$ cat src/rtl/conv_pkg.sv
// Shared constants, types and helpers for the convolution unit and its result writer.
package conv_pkg;

    localparam int unsigned XLEN = 32;

    localparam logic [6:0] OPC_CUSTOM0 = 7'b0001011;
    localparam logic [2:0] F3_SETBASE  = 3'b000;
    localparam logic [2:0] F3_SETSIZE  = 3'b001;
    localparam logic [2:0] F3_RUN      = 3'b010;
    localparam logic [2:0] F3_SETOUT   = 3'b011;

    typedef enum logic [1:0] {
        WR_IDLE,
        WR_ISSUE,
        WR_WAIT_ACK,
        WR_DONE
    } wr_state_e;

    typedef struct packed {
        logic [XLEN-1:0] addr;
        logic [XLEN-1:0] data;
    } lsu_store_t;

    // Word address of result idx; wraps modulo 2^32 by construction.
    function automatic logic [XLEN-1:0] store_addr(input logic [XLEN-1:0] base,
                                                   input logic [XLEN-1:0] idx);
        return base + (idx << 2);
    endfunction

endpackage

$ cat src/rtl/conv_result_fifo.sv
// Synchronous result FIFO with a look-ahead read port for back-to-back draining.
module conv_result_fifo #(
    parameter int unsigned DEPTH = 8,
    parameter int unsigned WIDTH = 32
) (
    input  logic                     clk_i,
    input  logic                     rst_i,
    input  logic                     clear_i,
    input  logic                     push_i,
    input  logic [WIDTH-1:0]         data_i,
    input  logic                     pop_i,
    output logic [WIDTH-1:0]         head_c,
    output logic [WIDTH-1:0]         next_c,
    output logic                     full_c,
    output logic                     empty_c,
    output logic [$clog2(DEPTH):0]   count_o
);
    localparam int unsigned AW = $clog2(DEPTH);
    localparam int unsigned CW = AW + 1;

    logic [WIDTH-1:0] mem_q [DEPTH];
    logic [AW-1:0]    wr_ptr_q, wr_ptr_d;
    logic [AW-1:0]    rd_ptr_q, rd_ptr_d;
    logic [AW-1:0]    rd_next_c;
    logic [CW-1:0]    count_q, count_d;
    logic             do_push_c, do_pop_c;

    assign full_c    = (count_q == CW'(DEPTH));
    assign empty_c   = (count_q == '0);
    assign count_o   = count_q;
    assign rd_next_c = rd_ptr_q + AW'(1);
    assign head_c    = mem_q[rd_ptr_q];
    assign next_c    = mem_q[rd_next_c];

    always_comb begin
        do_push_c = push_i && !full_c;
        do_pop_c  = pop_i && !empty_c;
        wr_ptr_d  = wr_ptr_q;
        rd_ptr_d  = rd_ptr_q;
        count_d   = count_q;
        if (clear_i) begin
            wr_ptr_d = '0;
            rd_ptr_d = '0;
            count_d  = '0;
        end else begin
            if (do_push_c) wr_ptr_d = wr_ptr_q + AW'(1);
            if (do_pop_c)  rd_ptr_d = rd_next_c;
            count_d = count_q + CW'(do_push_c) - CW'(do_pop_c);
        end
    end

    always_ff @(posedge clk_i or posedge rst_i) begin
        if (rst_i) begin
            wr_ptr_q <= '0;
            rd_ptr_q <= '0;
            count_q  <= '0;
        end else begin
            wr_ptr_q <= wr_ptr_d;
            rd_ptr_q <= rd_ptr_d;
            count_q  <= count_d;
        end
    end

    // Storage needs no reset; validity is tracked by count_q.
    always_ff @(posedge clk_i) begin
        if (do_push_c && !clear_i) mem_q[wr_ptr_q] <= data_i;
    end

endmodule

$ cat src/rtl/conv_result_writer.sv
// Buffers convolution results and drains them to memory as consecutive word stores.
module conv_result_writer
    import conv_pkg::*;
#(
    parameter int unsigned FIFO_DEPTH = 8,
    parameter int unsigned MAX_OUT    = 4096
) (
    input  logic        clk_i,
    input  logic        rst_i,
    input  logic        opcode_valid_i,
    input  logic [31:0] opcode_opcode_i,
    input  logic        opcode_invalid_i,
    input  logic [31:0] opcode_ra_operand_i,
    input  logic [31:0] opcode_rb_operand_i,
    input  logic        res_valid_i,
    input  logic [31:0] res_data_i,
    output logic        lsu_wr_o,
    output logic [31:0] lsu_addr_o,
    output logic [31:0] lsu_data_o,
    input  logic        lsu_req_ready_i,
    input  logic        lsu_ack_i,
    output logic        busy_o,
    output logic        done_o,
    output logic        overflow_o
);
    localparam int unsigned IDX_W = $clog2(MAX_OUT);
    localparam int unsigned CNT_W = $clog2(FIFO_DEPTH) + 1;

    wr_state_e        state_q, state_d;
    logic             armed_q, armed_d;
    logic [31:0]      out_base_q, out_base_d;
    logic [IDX_W-1:0] out_count_q, out_count_d;
    logic [IDX_W-1:0] wr_idx_q, wr_idx_d;
    logic [IDX_W-1:0] acc_cnt_q, acc_cnt_d;
    lsu_store_t       store_q, store_d;
    logic             lsu_wr_q, lsu_wr_d;
    logic             done_q, done_d;
    logic             overflow_q, overflow_d;

    logic             setout_c, push_c, pop_c;
    logic [IDX_W-1:0] wr_idx_inc_c;
    logic [31:0]      next_data_c;
    logic [31:0]      fifo_head_c, fifo_next_c;
    logic             fifo_full_c, fifo_empty_c;
    logic [CNT_W-1:0] fifo_count;
    logic             unused_c;

    assign unused_c = ^{opcode_opcode_i[31:15], opcode_opcode_i[11:7],
                        opcode_rb_operand_i[31:IDX_W]};

    conv_result_fifo #(
        .DEPTH (FIFO_DEPTH),
        .WIDTH (32)
    ) u_fifo (
        .clk_i   (clk_i),
        .rst_i   (rst_i),
        .clear_i (setout_c),
        .push_i  (push_c),
        .data_i  (res_data_i),
        .pop_i   (pop_c),
        .head_c  (fifo_head_c),
        .next_c  (fifo_next_c),
        .full_c  (fifo_full_c),
        .empty_c (fifo_empty_c),
        .count_o (fifo_count)
    );

    always_comb begin
        state_d     = state_q;
        armed_d     = armed_q;
        out_base_d  = out_base_q;
        out_count_d = out_count_q;
        wr_idx_d    = wr_idx_q;
        acc_cnt_d   = acc_cnt_q;
        store_d     = store_q;
        lsu_wr_d    = lsu_wr_q;
        done_d      = 1'b0;
        overflow_d  = overflow_q;
        pop_c       = 1'b0;

        setout_c = opcode_valid_i && !opcode_invalid_i && !armed_q
                   && (opcode_opcode_i[6:0] == OPC_CUSTOM0)
                   && (opcode_opcode_i[14:12] == F3_SETOUT);
        push_c   = res_valid_i && armed_q && !fifo_full_c && (acc_cnt_q < out_count_q);
        wr_idx_inc_c = wr_idx_q + IDX_W'(1);
        // A result pushed while only one entry remains becomes the next head directly.
        next_data_c  = (fifo_count > CNT_W'(1)) ? fifo_next_c : res_data_i;

        if (setout_c) begin
            out_base_d  = opcode_ra_operand_i;
            out_count_d = opcode_rb_operand_i[IDX_W-1:0];
            wr_idx_d    = '0;
            acc_cnt_d   = '0;
            overflow_d  = 1'b0;
            armed_d     = (opcode_rb_operand_i[IDX_W-1:0] != '0);
        end else begin
            if (push_c) acc_cnt_d = acc_cnt_q + IDX_W'(1);
            if (res_valid_i && armed_q && !push_c) overflow_d = 1'b1;
        end

        case (state_q)
            WR_IDLE: begin
                if (armed_q && !fifo_empty_c) begin
                    state_d       = WR_ISSUE;
                    lsu_wr_d      = 1'b1;
                    store_d.addr  = store_addr(out_base_q, 32'(wr_idx_q));
                    store_d.data  = fifo_head_c;
                end
            end
            WR_ISSUE: begin
                if (lsu_req_ready_i) begin
                    state_d  = WR_WAIT_ACK;
                    lsu_wr_d = 1'b0;
                end
            end
            WR_WAIT_ACK: begin
                if (lsu_ack_i) begin
                    pop_c    = 1'b1;
                    wr_idx_d = wr_idx_inc_c;
                    if (wr_idx_inc_c == out_count_q) begin
                        state_d = WR_DONE;
                        done_d  = 1'b1;
                    end else if ((fifo_count > CNT_W'(1)) || push_c) begin
                        state_d      = WR_ISSUE;
                        lsu_wr_d     = 1'b1;
                        store_d.addr = store_addr(out_base_q, 32'(wr_idx_inc_c));
                        store_d.data = next_data_c;
                    end else begin
                        state_d = WR_IDLE;
                    end
                end
            end
            WR_DONE: begin
                state_d = WR_IDLE;
                armed_d = 1'b0;
            end
            default: state_d = WR_IDLE;
        endcase
    end

    always_ff @(posedge clk_i or posedge rst_i) begin
        if (rst_i) begin
            state_q     <= WR_IDLE;
            armed_q     <= 1'b0;
            out_base_q  <= '0;
            out_count_q <= '0;
            wr_idx_q    <= '0;
            acc_cnt_q   <= '0;
            store_q     <= '0;
            lsu_wr_q    <= 1'b0;
            done_q      <= 1'b0;
            overflow_q  <= 1'b0;
        end else begin
            state_q     <= state_d;
            armed_q     <= armed_d;
            out_base_q  <= out_base_d;
            out_count_q <= out_count_d;
            wr_idx_q    <= wr_idx_d;
            acc_cnt_q   <= acc_cnt_d;
            store_q     <= store_d;
            lsu_wr_q    <= lsu_wr_d;
            done_q      <= done_d;
            overflow_q  <= overflow_d;
        end
    end

    assign lsu_wr_o   = lsu_wr_q;
    assign lsu_addr_o = store_q.addr;
    assign lsu_data_o = store_q.data;
    assign busy_o     = armed_q;
    assign done_o     = done_q;
    assign overflow_o = overflow_q;

endmodule

$ cat config.mk
export PLATFORM = sky130hd
export DESIGN_NAME = conv_result_writer
export DESIGN_NICKNAME = d
export VERILOG_FILES = /design/src/rtl/conv_pkg.sv /design/src/rtl/conv_result_fifo.sv /design/src/rtl/conv_result_writer.sv
export SDC_FILE = /design/constraint.sdc
export NUM_CORES = 1
export LEC_CHECK = 0
export BUFFER_PORTS_ARGS = -buffer_cell sky130_fd_sc_hd__buf_4
export CAP_MARGIN = 20
export CORE_UTILIZATION = 40
export DETAILED_ROUTE_END_ITERATION = 10
export SLEW_MARGIN = 20
export SYNTH_ARGS = -nofsm -noshare
export SYNTH_HDL_FRONTEND = slang
export SYNTH_SLANG_ARGS = --single-unit
$ cat constraint.sdc
create_clock -name clk_i -period 9.2 [get_ports clk_i]
set_clock_uncertainty 0.05 [all_clocks]
set_input_delay 0 -clock clk_i [delete_from_list [all_inputs] [get_ports clk_i]]
set_output_delay 0 -clock clk_i [all_outputs]
set_load 0.01 [all_outputs]
==> implementation parameters <==
Parameter                              Value

Status
  Result of the run    complete, no violations

Power
  Total design power    5.41 mW
  Pwr Density    222 nW/um^2
  Worst-case vdd ir drop    0.191 mV
  Static power due to leakage    9.30 nW

Route
  Via-per-instance ratio    5.42
  Post-detailed-route count of antenna-violating nets    0
  Detailed Routing Iterations Pass 1    5
  Detailed-route DRC error count    0
  Final routed wire length divided by cell count    20.8 um
  Total number of vias    12600
  Total wirelength of the detailed-routed design    48400 um
  DRC marker count from the first detailed-route iteration    886

STA
  Hold Worst Slack    0.116 ns
  Upper clock frequency limit    230 MHz
  Count of pins over their slew limit    0
  Crit share post-route    47.3%
  Worst-Margin Slew    1.05 ns
  Setup repair after global routing missed its margin    no
  Final critical path time including I/O delays and setup    4.35 ns
  Number of hold violations in the final report    0
  Relative max-transition margin    30.1%
  Fin worst setup slack    4.85 ns
  Setup Viol. Count Final    0
  Setup TNS after final layout    0 ns

Min path
  Worst hold path startpoint    opcode_ra_operand_i[19]
  Worst min-delay path class    input port to flip-flop
  Hold worst-path end    out_base_q[19]
  Worst Hold Depth    4

Critical path
  Longest individual stage delay on the worst path    0.66 ns
  Critical path required time    9.60 ns
  Reg-to-Reg End    lsu_addr_o[25]
  Cell at the slowest stage of the critical path    buf_4
  Cell Chain, Critical Path    and2b_2 > buf_4 > nand2_1 > nor2_1 > xor2_1 > ha_1 > and3_1 > nand4_1 > a21oi_1 > o2111ai_1 > xnor2_1 > mux2_4
  Worst setup path class    flip-flop to flip-flop
  Kind of start point of the critical path    flip-flop
  Worst r2r path cells    12
  Reg-to-reg setup timing slack    4.85 ns
  Worst-path fanout max    76
  Type of element capturing the critical path    flip-flop
  Reg-to-reg startpoint    state_q[0]
  Data arrival time of the critical path    4.76 ns

Place
  Detail Placement HPWL    28400 um
  Final estimated routing congestion in global placement    0.800
  Worst slack at placement    4.88 ns
  Count of port buffers added during placement    160
  Area after detailed placement    22000 um^2

Run
  Maxcap violations    0

Clocking
  Clock latency at the later pin of the worst-skew pair    0.59 ns
  CTS tree    built
  Clock-pin slew reported for the worst setup and hold paths after clock tree synthesis    0.06 ns
  Buffers from clock root to sink, at most    3
  Total CTS buffers    45
  # clock sinks    404
  Root buffer cell    clkbuf_16
  # H-tree levels    2
  Number of buffers inserted to repair setup after CTS    0

Global routing
  Pin count of the biggest net entering global routing    88
  Global-route wire length before repair    75800 um
  Total GRT Usage    19.4%
  Via count of the first global-routing pass    13300
  Total overflow reported by the global router    0
  Number of antenna violations at the first check in global routing    2

Layout
  Multi-input logic area    8270 um^2
  Register cell area after layout    11400 um^2
  Synth-to-layout area growth    20.6%
  Post-route cell area    24300 um^2
  Fraction of final layout cells sized beyond drive strength 1    27.9%
  Number of fill cells    4192
  Final layout net count    1800

Floorplan
  Total I/O pin count    203
  Die area    51400 um^2
  Core box area    49400 um^2
  Die X-Extent    227 um
  Starting density of the core    40.9%
  Number of rows created at floorplan    81
  Vertical extent of the die    227 um

Synthesis
  Most used standard cells in the synthesized netlist    edfxtp_1 (256), nand2_1 (194), dfrtp_1 (148)
  Fraction of the mapped netlist area in simple logic gates    7.87%
  Cell type contributing the most total cell area after synthesis    edfxtp_1
  Share of synthesized registers carrying an async set or reset    36.6%
  Top cell type's share of synthesized area    38.1%
  Share of the yosys chip area belonging to registers    56.4%
  Cell count after synthesis    1405
  Post-synthesis xor/xnor area fraction    2.73%
  Dominant cell by count in the synthesized netlist    edfxtp_1
  Per-instance average area after synthesis    14.4 um^2
  Number of enable flip-flop cells after synthesis    256
  Prevailing post-synth register cell    edfxtp_1
  Number of warning messages in the yosys log    0
  Unique cell type count in the Yosys netlist    67
  Largest cells by area after synthesis    edfxtp_1 (38%), dfrtp_1 (18%), mux4_2 (14%), mux2_4 (4.1%), nand2_1 (3.6%)
  Mapped cell area    20200 um^2
  Count of state elements after synthesis    404
  Share of the synthesized area in compound gates (AO/OA/AOI/OAI)    5.74%
  Dominant combinational cell family by area after synthesis    multiplexers
  Synthesized net count    1577
  Mux share of post-synthesis cell area    21.9%
  Adder and majority gate portion of the synthesized area    2.37%
[state kept, by name, indices dropped and copies added (netlist names)]
signal           cells
u_fifo.mem_q       256
lsu_addr_o          32
lsu_data_o          32
out_base_q          32
acc_cnt_q           12
out_count_q         12
wr_idx_q            12
u_fifo.count_o       4
u_fifo.rd_ptr_q      3
u_fifo.wr_ptr_q      3
state_q              2
busy_o               1
done_o               1
lsu_wr_o             1
overflow_o           1
[timing repair]
action / CTS / global route
hold buffers: 81 / 0
endpoints found under the hold margin: 426 / 0
resized for setup: 0 / 0
[layout by cell type, fill, tap and decap left out, drive strengths merged, types with 5 or more instances in the layout]
| master | n |
|---|---|
| xor2 | 20 |
| o21ai | 83 |
| inv | 36 |
| nand3 | 20 |
| nor2 | 35 |
| nand2 | 194 |
| or3 | 8 |
| nor3 | 11 |
| ha | 35 |
| mux4 | 128 |
| nand4 | 16 |
| dfrtp | 148 |
| dlygate4sd3 | 81 |
| edfxtp | 256 |
| o211ai | 33 |
| mux2i | 67 |
| clkbuf | 72 |
| a21o | 7 |
| a21oi | 36 |
| mux2 | 59 |
| nor2b | 6 |
| nor4 | 10 |
| a31oi | 8 |
| and3 | 6 |
| nand2b | 5 |
| a22o | 6 |
| buf | 182 |
| xnor2 | 43 |
| and2 | 7 |
[per-layer routing]
| metal | wire, um | GRT usage [%] |
|---|---|---|
| met1 | 21300 | 25.5 |
| met3 | 2290 | 2.97 |
| met5 | 10 | 0 |
| met4 | 1050 | 5.65 |
| met2 | 23700 | 33.1 |
[cell families after synthesis]
logic type	Yosys count
buf+inv	121
compound gates	193
flops	404
fa+ha+maj	37
simple gates	333
xor+xnor	63
mux	254
[per-stage QoR]
| step | std cells | util, % |
|---|---|---|
| 2_1_floorplan | 1405 | - |
| 3_3_place_gp | 2164 | 44.6 |
| 3_5_place_dp | 2164 | 44.6 |
| 4_1_cts | 2328 | 49.3 |
| 5_1_grt | 2329 | 49.3 |
| 6_report | 2329 | 49.3 |
[worst max-delay path by stage]
stage | startpoint | end | slack, ns
after floorplan | out_count_q[5] | u_fifo.mem_q[4][0] | 3.68
after global placement | state_q[0] | lsu_addr_o[26] | 4.96
after detailed placement | state_q[0] | lsu_addr_o[25] | 4.88
after CTS | state_q[0] | lsu_addr_o[25] | 4.84
after global routing | state_q[0] | lsu_addr_o[20] | 4.44
final | state_q[0] | lsu_addr_o[25] | 4.85
[power breakdown]
part / leakage [nW] / switching [mW] / internal (mW) / total (mW)
Sequential: 4.22 / 0.147 / 2.04 / 2.18
Clock: 0.739 / 0.737 / 1.10 / 1.84
Combinational: 4.34 / 0.612 / 0.770 / 1.38
[critical path, delay by kind of cell, from the launching register on]
kind            cells  cell delay [ns]
compound gates      2             0.89
xor+xnor            2             0.29
buf+inv             1             0.66
flops               1             0.43
simple gates        5             1.19
mux                 1             0.26
fa+ha+maj           1             0.42
[area by class of cell]
| cell class | instances | area share, % |
|---|---|---|
| diodes | 1 | 0.0103 |
| clock buffers | 72 | 5.58 |
| clock inverters | 11 | 0.673 |
| inverters | 34 | 0.545 |
| multi-input cells | 880 | 34.0 |
| flip-flops and latches | 404 | 46.8 |
| well taps | 664 | 3.41 |
| repair buffers | 263 | 8.94 |
(Power assumes the default switching activity.)
